<file path="src/rtl/mmio_router.sv">
// mmio_router
// -----------
// Single-master MMIO router. A 32-bit byte-addressed master request is decoded
// against N_PORTS peripheral windows (2^WIN_W bytes each) and a small local
// register window. Peripheral accesses are forwarded with a valid/ready
// handshake and guarded by a ready timeout; unmatched accesses and timeouts
// return ERR_DATA and are recorded in the local error registers. At most one
// transaction is in flight.
//
// Ports
//   clk, rst_n                  : clock, synchronous active-low reset
//   m_valid, m_we, m_addr,
//   m_wdata, m_wstrb            : master request (held until m_ready)
//   m_ready, m_rdata            : one-cycle response pulse and read data
//   m_irq                       : registered interrupt to the master
//   s_valid[N_PORTS]            : per-port request valid (one-hot)
//   s_we, s_addr, s_wdata,
//   s_wstrb                     : request payload broadcast to every port
//   s_ready[N_PORTS], s_rdata   : per-port ready pulse and read data
//   s_irq[N_PORTS]              : per-port interrupt lines
//
// Local registers (offset from LOCAL_BASE)
//   0x0 IRQ_PEND   RO  s_irq
//   0x4 IRQ_EN     RW  bits[N_PORTS-1:0] port enables, bit31 error-irq enable
//   0x8 ERR_STATUS W1C bit0 decode error, bit1 timeout (sticky)
//   0xC ERR_ADDR   RO  address of the last faulting access

module mmio_router #(
    parameter int                    N_PORTS     = 2,
    parameter int                    SLV_ADDR_W  = 13,
    parameter int                    WIN_W       = 12,
    parameter logic [N_PORTS*32-1:0] PORT_BASE   = {32'h8000_1000, 32'h8000_0000},
    parameter logic [31:0]           LOCAL_BASE  = 32'h8000_F000,
    parameter int                    TIMEOUT_CYC = 255,
    parameter logic [31:0]           ERR_DATA    = 32'hDEAD_DEAD
) (
    input  logic                    clk,
    input  logic                    rst_n,

    input  logic                    m_valid,
    input  logic                    m_we,
    input  logic [31:0]             m_addr,
    input  logic [31:0]             m_wdata,
    input  logic [3:0]              m_wstrb,
    output logic                    m_ready,
    output logic [31:0]             m_rdata,
    output logic                    m_irq,

    output logic [N_PORTS-1:0]      s_valid,
    output logic                    s_we,
    output logic [SLV_ADDR_W-1:0]   s_addr,
    output logic [31:0]             s_wdata,
    output logic [3:0]              s_wstrb,
    input  logic [N_PORTS-1:0]      s_ready,
    input  logic [N_PORTS*32-1:0]   s_rdata,
    input  logic [N_PORTS-1:0]      s_irq
);

    localparam int PSEL_W = (N_PORTS > 1) ? $clog2(N_PORTS) : 1;
    localparam int CNT_W  = $clog2(TIMEOUT_CYC + 1);

    // Count value seen on the last permitted s_valid cycle.
    localparam logic [CNT_W-1:0] TMO_LAST = CNT_W'(TIMEOUT_CYC - 1);

    // Writable bits of IRQ_EN: one enable per port plus the error enable.
    localparam logic [31:0] IRQ_EN_MASK = 32'h8000_0000 | ((32'h1 << N_PORTS) - 32'h1);

    typedef enum logic [1:0] {
        IDLE = 2'd0,
        FWD  = 2'd1,
        RESP = 2'd2
    } state_t;

    state_t              state;
    logic [PSEL_W-1:0]   port_sel;
    logic [31:0]         addr_q;
    logic                we_q;
    logic [31:0]         wdata_q;
    logic [3:0]          wstrb_q;
    logic [CNT_W-1:0]    tmo_cnt;
    logic [31:0]         irq_en;
    logic [1:0]          err_status;
    logic [31:0]         err_addr;

    logic                port_hit;
    logic [PSEL_W-1:0]   port_idx;
    logic [N_PORTS-1:0]  port_onehot;
    logic                local_hit;
    logic [31:0]         local_rdata;
    logic [31:0]         irq_en_wr;

    assign s_we    = we_q;
    assign s_addr  = addr_q[SLV_ADDR_W-1:0];
    assign s_wdata = wdata_q;
    assign s_wstrb = wstrb_q;

    // Window decode. Scanning from the top index down lets the lowest
    // matching port overwrite any higher one, so overlapping windows resolve
    // to the lowest index.
    always_comb begin
        port_hit    = 1'b0;
        port_idx    = '0;
        port_onehot = '0;
        for (int i = N_PORTS - 1; i >= 0; i--) begin
            if (m_addr[31:WIN_W] == PORT_BASE[i*32+WIN_W +: 32-WIN_W]) begin
                port_hit       = 1'b1;
                port_idx       = PSEL_W'(i);
                port_onehot    = '0;
                port_onehot[i] = 1'b1;
            end
        end
    end

    assign local_hit = (m_addr[31:4] == LOCAL_BASE[31:4]);

    always_comb begin
        local_rdata = '0;
        case (m_addr[3:2])
            2'd0:    local_rdata[N_PORTS-1:0] = s_irq;
            2'd1:    local_rdata = irq_en;
            2'd2:    local_rdata[1:0] = err_status;
            default: local_rdata = err_addr;
        endcase
    end

    // Byte-strobed merge of a write into IRQ_EN; unimplemented bits stay 0.
    always_comb begin
        irq_en_wr = irq_en;
        for (int b = 0; b < 4; b++) begin
            if (m_wstrb[b]) begin
                irq_en_wr[b*8 +: 8] = m_wdata[b*8 +: 8];
            end
        end
        irq_en_wr = irq_en_wr & IRQ_EN_MASK;
    end

    always_ff @(posedge clk) begin
        if (!rst_n) begin
            state      <= IDLE;
            port_sel   <= '0;
            addr_q     <= '0;
            we_q       <= 1'b0;
            wdata_q    <= '0;
            wstrb_q    <= '0;
            tmo_cnt    <= '0;
            irq_en     <= '0;
            err_status <= '0;
            err_addr   <= '0;
            s_valid    <= '0;
            m_ready    <= 1'b0;
            m_rdata    <= '0;
            m_irq      <= 1'b0;
        end else begin
            m_irq <= (|(s_irq & irq_en[N_PORTS-1:0])) | (irq_en[31] & (|err_status));

            case (state)
                IDLE: begin
                    m_ready <= 1'b0;
                    if (m_valid) begin
                        addr_q  <= m_addr;
                        we_q    <= m_we;
                        wdata_q <= m_wdata;
                        wstrb_q <= m_wstrb;
                        if (port_hit) begin
                            port_sel <= port_idx;
                            s_valid  <= port_onehot;
                            tmo_cnt  <= '0;
                            state    <= FWD;
                        end else if (local_hit) begin
                            m_ready <= 1'b1;
                            state   <= RESP;
                            if (m_we) begin
                                case (m_addr[3:2])
                                    2'd1: irq_en <= irq_en_wr;
                                    2'd2: begin
                                        if (m_wstrb[0]) begin
                                            err_status <= err_status & ~m_wdata[1:0];
                                        end
                                    end
                                    default: ;
                                endcase
                            end else begin
                                m_rdata <= local_rdata;
                            end
                        end else begin
                            // Unmapped address: writes are dropped, reads get ERR_DATA.
                            m_ready       <= 1'b1;
                            m_rdata       <= ERR_DATA;
                            err_status[0] <= 1'b1;
                            err_addr      <= m_addr;
                            state         <= RESP;
                        end
                    end
                end

                FWD: begin
                    // A ready on the final permitted cycle still completes normally.
                    if (s_ready[port_sel]) begin
                        s_valid <= '0;
                        m_rdata <= s_rdata[port_sel*32 +: 32];
                        m_ready <= 1'b1;
                        state   <= RESP;
                    end else if (tmo_cnt == TMO_LAST) begin
                        s_valid       <= '0;
                        m_rdata       <= ERR_DATA;
                        err_status[1] <= 1'b1;
                        err_addr      <= addr_q;
                        tmo_cnt       <= tmo_cnt + CNT_W'(1);
                        m_ready       <= 1'b1;
                        state         <= RESP;
                    end else begin
                        tmo_cnt <= tmo_cnt + CNT_W'(1);
                    end
                end

                RESP: begin
                    m_ready <= 1'b0;
                    state   <= IDLE;
                end

                default: begin
                    s_valid <= '0;
                    m_ready <= 1'b0;
                    state   <= IDLE;
                end
            endcase
        end
    end

endmodule

</file>
<file path="config.mk">
export PLATFORM = sky130hd
export DESIGN_NAME = mmio_router
export DESIGN_NICKNAME = d
export VERILOG_FILES = /design/src/rtl/mmio_router.sv
export SDC_FILE = /design/constraint.sdc
export NUM_CORES = 1
export LEC_CHECK = 0
export CAP_MARGIN = 20
export CORE_ASPECT_RATIO = 1.4
export CORE_MARGIN = 1
export CORE_UTILIZATION = 42
export CTS_CLUSTER_SIZE = 14
export DETAILED_ROUTE_END_ITERATION = 8
export GPL_ROUTABILITY_DRIVEN = 0
export GPL_TIMING_DRIVEN = 1
export PLACE_DENSITY = 0.76
export SYNTH_ARGS = -nofsm -noshare
export SYNTH_HDL_FRONTEND = slang
export SYNTH_SLANG_ARGS = --single-unit
</file>
<file path="constraint.sdc">
create_clock -name clk -period 2.9 [get_ports clk]
set_input_delay 0.58 -clock clk [delete_from_list [all_inputs] [get_ports clk]]
set_output_delay 0.58 -clock clk [all_outputs]
set_load 0.05 [all_outputs]
</file>
* After elaboration in Yosys (flattened, before gate mapping)
Cells that the tools add are included.
** Storage, ports and cells
- Bits in registers :: 153
- Logic and storage cells :: 116
** Operators by class
- Add/subtract/negate cells :: 1
- $lt $le $gt $ge :: 1
- Equal/unequal tests :: 23
- Shift operators :: 1
- Muxes and demuxes :: 50
- Bitwise logic cells :: 7
- Reductions and logical operators :: 17
** Operators with widths (count)
- two-way mux 32 bit :: 11
- case mux 32 bit (2 select lines) :: 2
- variable part select 64 x 7 -> 32 bit :: 1
- case mux 30 bit (2 select lines) :: 1
- == test 20 bit, second input constant :: 2
- two-way mux 2 bit :: 15
- == test 28 bit, second input constant :: 1
- two-way mux 8 bit :: 3
- != test 2 bit, second input constant :: 11
- case mux 8 bit (2 select lines) :: 1
- AND reduction 7 bit :: 2
- two-way mux 1 bit :: 12
- case mux 2 bit (3 select lines) :: 2
- AND reduction 6 bit :: 2
- AND reduction 9 bit :: 1
- adder 8 x 1 -> 8 bit, second input constant :: 1
- == test 8 bit, second input constant :: 1
- AND reduction 4 bit :: 2
- != test 3 bit, second input constant :: 2
- OR reduction 2 bit :: 3
- AND reduction 5 bit :: 1
- AND 2 bit :: 2
- == test 2 x 1 -> 1 bit, second input constant :: 2
- == test 2 bit, second input constant :: 2
- 12 further kinds :: 17

* Longest topological paths before layout
- Depth in word-level cells :: 9
- Mapped depth :: 9
- Gate-level depth less buffers :: 7

* Worst setup path after synthesis
No wires, ideal clock.
- Kind :: input-to-reg
- From :: input port m_addr[16]
- To :: register err_addr[10]
- Setup time :: 0.089 ns
- Arrival :: 2.741 ns
- Data required time :: 2.811 ns
- Path slack :: 0.070 ns
- Cell stages on the path :: 8
- Path buffers :: 3
- Cells stage by stage :: or4_1 > or4_1 > buf_2 > o31a_1 > and2_1 > buf_2 > buf_6 > a311oi_2
** On the way
- Word-level cells in the longest chain between the ends :: 5
- Elaborated cells on any way between the ends :: 8
- Classes of those cells :: eq/ne (5); mux (2); reduce/logical (1)
** RTL lines
- start, declared :: line 42 : input logic [31:0] m_addr,
- == test 20 bit :: line 105 : if (m_addr[31:WIN_W] == PORT_BASE[i*32+WIN_W +: 32-WIN_W]) begin
- two-way mux 1 bit (2 in a row) :: line 105
- != test 2 bit (no source line)
- AND reduction 6 bit (no source line) *
- end signal, assigned :: line 190 : err_addr <= m_addr;
- end signal, assigned :: line 207 : err_addr <= addr_q;
- end, declared :: line 83 : logic [31:0] err_addr;
Every way passes the cells marked *; elsewhere a longest branch is shown, timed or not.
A chain may end at the register's enable or synchronous reset.

* Final worst setup path
- From :: input port m_addr[5]
- To :: register err_addr[31]
** On the way
- Word-level cells in the longest chain between the ends :: 3
** RTL lines
- == test 28 bit :: line 114 : assign local_hit = (m_addr[31:4] == LOCAL_BASE[31:4]);
- != test 2 bit (no source line)
- AND reduction 6 bit (no source line)
Every way passes these cells.

==> impl_metrics.env <==
export IMPL_core_area_mm2=0.0167
export IMPL_grt_max_degree=55
export IMPL_busiest_layer="met2"
export IMPL_power_total_mw=5.47
export IMPL_ir_worst_vdd_uv=455
export IMPL_die_h_um=157
export IMPL_rr_worst_depth=6
export IMPL_synth_fp_nets=1035
export IMPL_cts_setup_buffers=0
export IMPL_period_share_pct=97.0
export IMPL_cts_tree="built"
export IMPL_cp_cell_sequence="clkdlybuf4s50_1 -> or4_1 -> or4_1 -> o31a_1 -> and2_2 -> buf_12 -> a311oi_1"
export IMPL_synth_cell_area_mm2=0.00719
export IMPL_crit_fanout=19
export IMPL_avgSynthCellArea_um2=8.06
export IMPL_worstHoldStart="s_wdata[6]"
export IMPL_std_cell_rows=56
export IMPL_clock_latency_ns=0.42
export IMPL_htreeDepth=4
export IMPL_gr_total_overflow=0
export IMPL_min_path_cells=2
export IMPL_relSlewSlack_pct=61.0
export IMPL_muxShareOfSynthArea_pct=3.04
export IMPL_crit_family="simple AND/OR/NAND/NOR gates"
export IMPL_vias=7323
export IMPL_synth_compound_area_share_pct=27.4
export IMPL_post_route_min_period_ns=2.81
export IMPL_ys_dominant_reg_cell="dfxtp_1"
export IMPL_avgRoutedWirePerCell_um=16.5
export IMPL_clock_sinks=153
export IMPL_synth_top_family_by_area="compound AO/OA/AOI/OAI gates"
export IMPL_io_pins=226
export IMPL_critical_path_buf_inv_count=2
export IMPL_ys_seq_area_share_pct=42.6
export IMPL_tightest_slew_ns=0.585
export IMPL_ctsResizeCount=0
export IMPL_final_antenna_net_count=0
export IMPL_cts_made_buffers=17
export IMPL_grt_use_met3_pct=6.74
export IMPL_cpMostUsedCell="or4_1"
export IMPL_placed_cell_area_mm2=0.00986
export IMPL_rsz0062_at_grt="no"
export IMPL_leakage_nw=3.77
export IMPL_fin_area_mm2=0.0104
export IMPL_area_growth_pct=45.1
export IMPL_dieArea_mm2=0.0177
export IMPL_synth_edf_count=0
export IMPL_dp_hpwl_um=15700
export IMPL_place_ws_ns=-0.370
export IMPL_synthSimpleGateAreaFrac_pct=20.5
export IMPL_async_flop_share_pct=0
export IMPL_grt_total_usage_pct=24.8
export IMPL_ys_seq_elements=153
export IMPL_routed_wirelength_um=21900
export IMPL_fin_ws_ns=0.0871
export IMPL_status="complete, no violations"
export IMPL_r2r_slack_ns=0.71
export IMPL_initial_core_util_pct=43.0
export IMPL_cts_root_buffer="clkbuf_16"
export IMPL_setup_viol=0
export IMPL_first_global_vias=6813
export IMPL_required_ns=3.22
export IMPL_final_layout_size_suffix_gt1_share_pct=12.6
export IMPL_syn_inst=893
export IMPL_firstDrtPassIters=5
export IMPL_layout_nets=1249
export IMPL_drc=0
export IMPL_die_x_um=113
export IMPL_reg2reg_from="state[0]"
export IMPL_synthAdderAreaFrac_pct=0.348
export IMPL_cp_arrival_ns=3.13
export IMPL_cpPeakStageDelay_ns=0.62
export IMPL_tns_ns=0
export IMPL_slowest_stage="or4_1"
export IMPL_synth_xor_area_share_pct=0
export IMPL_timing_rr_end="m_rdata[10]"
export IMPL_netlist_cell_type_count=45
export IMPL_ctsLongestPathBuffers=2
export IMPL_grt_met2_usage_pct=42.4
export IMPL_finClkSkew_ns=0.00777
export IMPL_layout_commonest_cell="nand2_1"
export IMPL_min_to="s_wdata[6]"
export IMPL_final_cell_mix="241 x nand2_1, 225 x clkdlybuf4s50_1, 152 x dfxtp_1, 143 x a21oi_1, 59 x buf_4"
export IMPL_p_per_area_mw_per_mm2=524
export IMPL_first_iter_violations=420
export IMPL_clk_pin_slew_worst_paths_ns=0.07
export IMPL_end_kind="flop"
export IMPL_start_kind="primary input"
export IMPL_fmax_ghz=0.356
export IMPL_ctsHoldBuffers=0
export IMPL_max_cap_viol_count=0
export IMPL_nFillCells=1439
export IMPL_antenna_found_initial=0
export IMPL_ys_warn_count=0
export IMPL_whs_ns=0.452
export IMPL_antennaDiodeCount=0
export IMPL_io_buffers=225
export IMPL_final_hold_viol_count=0
export IMPL_viasPerCell=5.54
export IMPL_worstSetupPathType="in -> reg"
export IMPL_finalMaxSlewViolations=0
export IMPL_min_path_type="reg -> reg"
export IMPL_grtUsageMet1_pct=28.7
export IMPL_grt_pass1_wl_um=34900
==> synthesized netlist by cell type, types with 4 or more instances <==
cell      instances  area [µm²]
nand2_1         242         908
dfxtp_1         153        3060
a21oi_1         143         716
clkbuf_1         64         240
o21ai_0          39         195
a311oi_2         30         450
nor2b_1          23         144
a2111o_1         21         236
a211oi_1         21         158
nor2_1           21        78.8
mux2i_1          14         140
buf_4            13        97.6
buf_1            11        41.3
nand3_1          10        50.1
o211ai_1         10        75.1
or4_1             9        67.6
nor3_1            7        35.0
nand4_1           5        31.3
or3_1             5        31.3
buf_2             4        20.0
nor4_1            4        25.0
o31ai_1           4        30.0
==> kinds of logic after synthesis <==
group                      count (synthesis)
muxes                                     19
adders and majority gates                  2
and+or+nand+nor                          340
buffers and inverters                     98
DFF                                      153
AOI/OAI and AO/OA                        281
==> area by class of cell <==
| type | instances | area (µm²) | area share [%] |
|---|---|---|---|
| Multi-Input combinational cell | 642 | 3730 | 35.7 |
| Sequential cell | 153 | 3060 | 29.4 |
| Timing Repair Buffer | 290 | 2810 | 26.9 |
| Clock buffer | 19 | 433 | 4.15 |
| Tap cell | 203 | 254 | 2.43 |
| Clock inverter | 13 | 136 | 1.31 |
| Inverter | 3 | 13.8 | 0.132 |
==> worst reg2reg max path, delay by kind of cell (launching register included) <==
family | cells | cell delay, ns
simple gates | 2 | 0.59
flops | 1 | 0.50
compound gates | 3 | 0.78
buf+inv | 1 | 0.25
==> how the worst max path moves through the flow <==
stage | depth (start not counted) | startpoint | to
detailed placement | 8 | m_addr[16] | m_rdata[25]
global placement | 8 | m_addr[16] | m_rdata[25]
finish | 7 | m_addr[5] | err_addr[31]
global route | 7 | m_addr[16] | err_addr[31]
floorplan | 8 | m_addr[16] | err_addr[10]
CTS | 7 | m_addr[16] | err_addr[31]
==> registers in the layout, summed over array words and instances, names as in the netlist <==
register,count
addr_q,32
err_addr,32
err_status,2
irq_en,3
m_irq,1
m_rdata,32
m_ready,1
port_sel,1
s_valid,2
s_wdata,32
s_we,1
s_wstrb,4
state,2
tmo_cnt,8
==> per-layer routing <==
layer,routed length (µm),vias to the layer above
met1,8770,3396
met5,0,-
met4,771,0
li1,-,3590
met3,1630,51
met2,10700,286
==> power breakdown <==
| part | leakage [nW] | total [mW] | internal [mW] | switching [mW] |
|---|---|---|---|---|
| Combinational | 2.24 | 1.02 | 0.454 | 0.570 |
| Clock | 0.269 | 2.15 | 1.21 | 0.944 |
| Sequential | 1.26 | 2.29 | 2.22 | 0.0707 |
==> metrics by stage <==
| stage | std cells | util (%) |
|---|---|---|
| floorplan | 893 | - |
| global placement | 1291 | 58.9 |
| detailed placement | 1291 | 58.9 |
| CTS | 1323 | 62.3 |
| global route | 1323 | 62.3 |
| finish | 1323 | 62.3 |
Note: power is estimated with default switching activity, not from simulation.
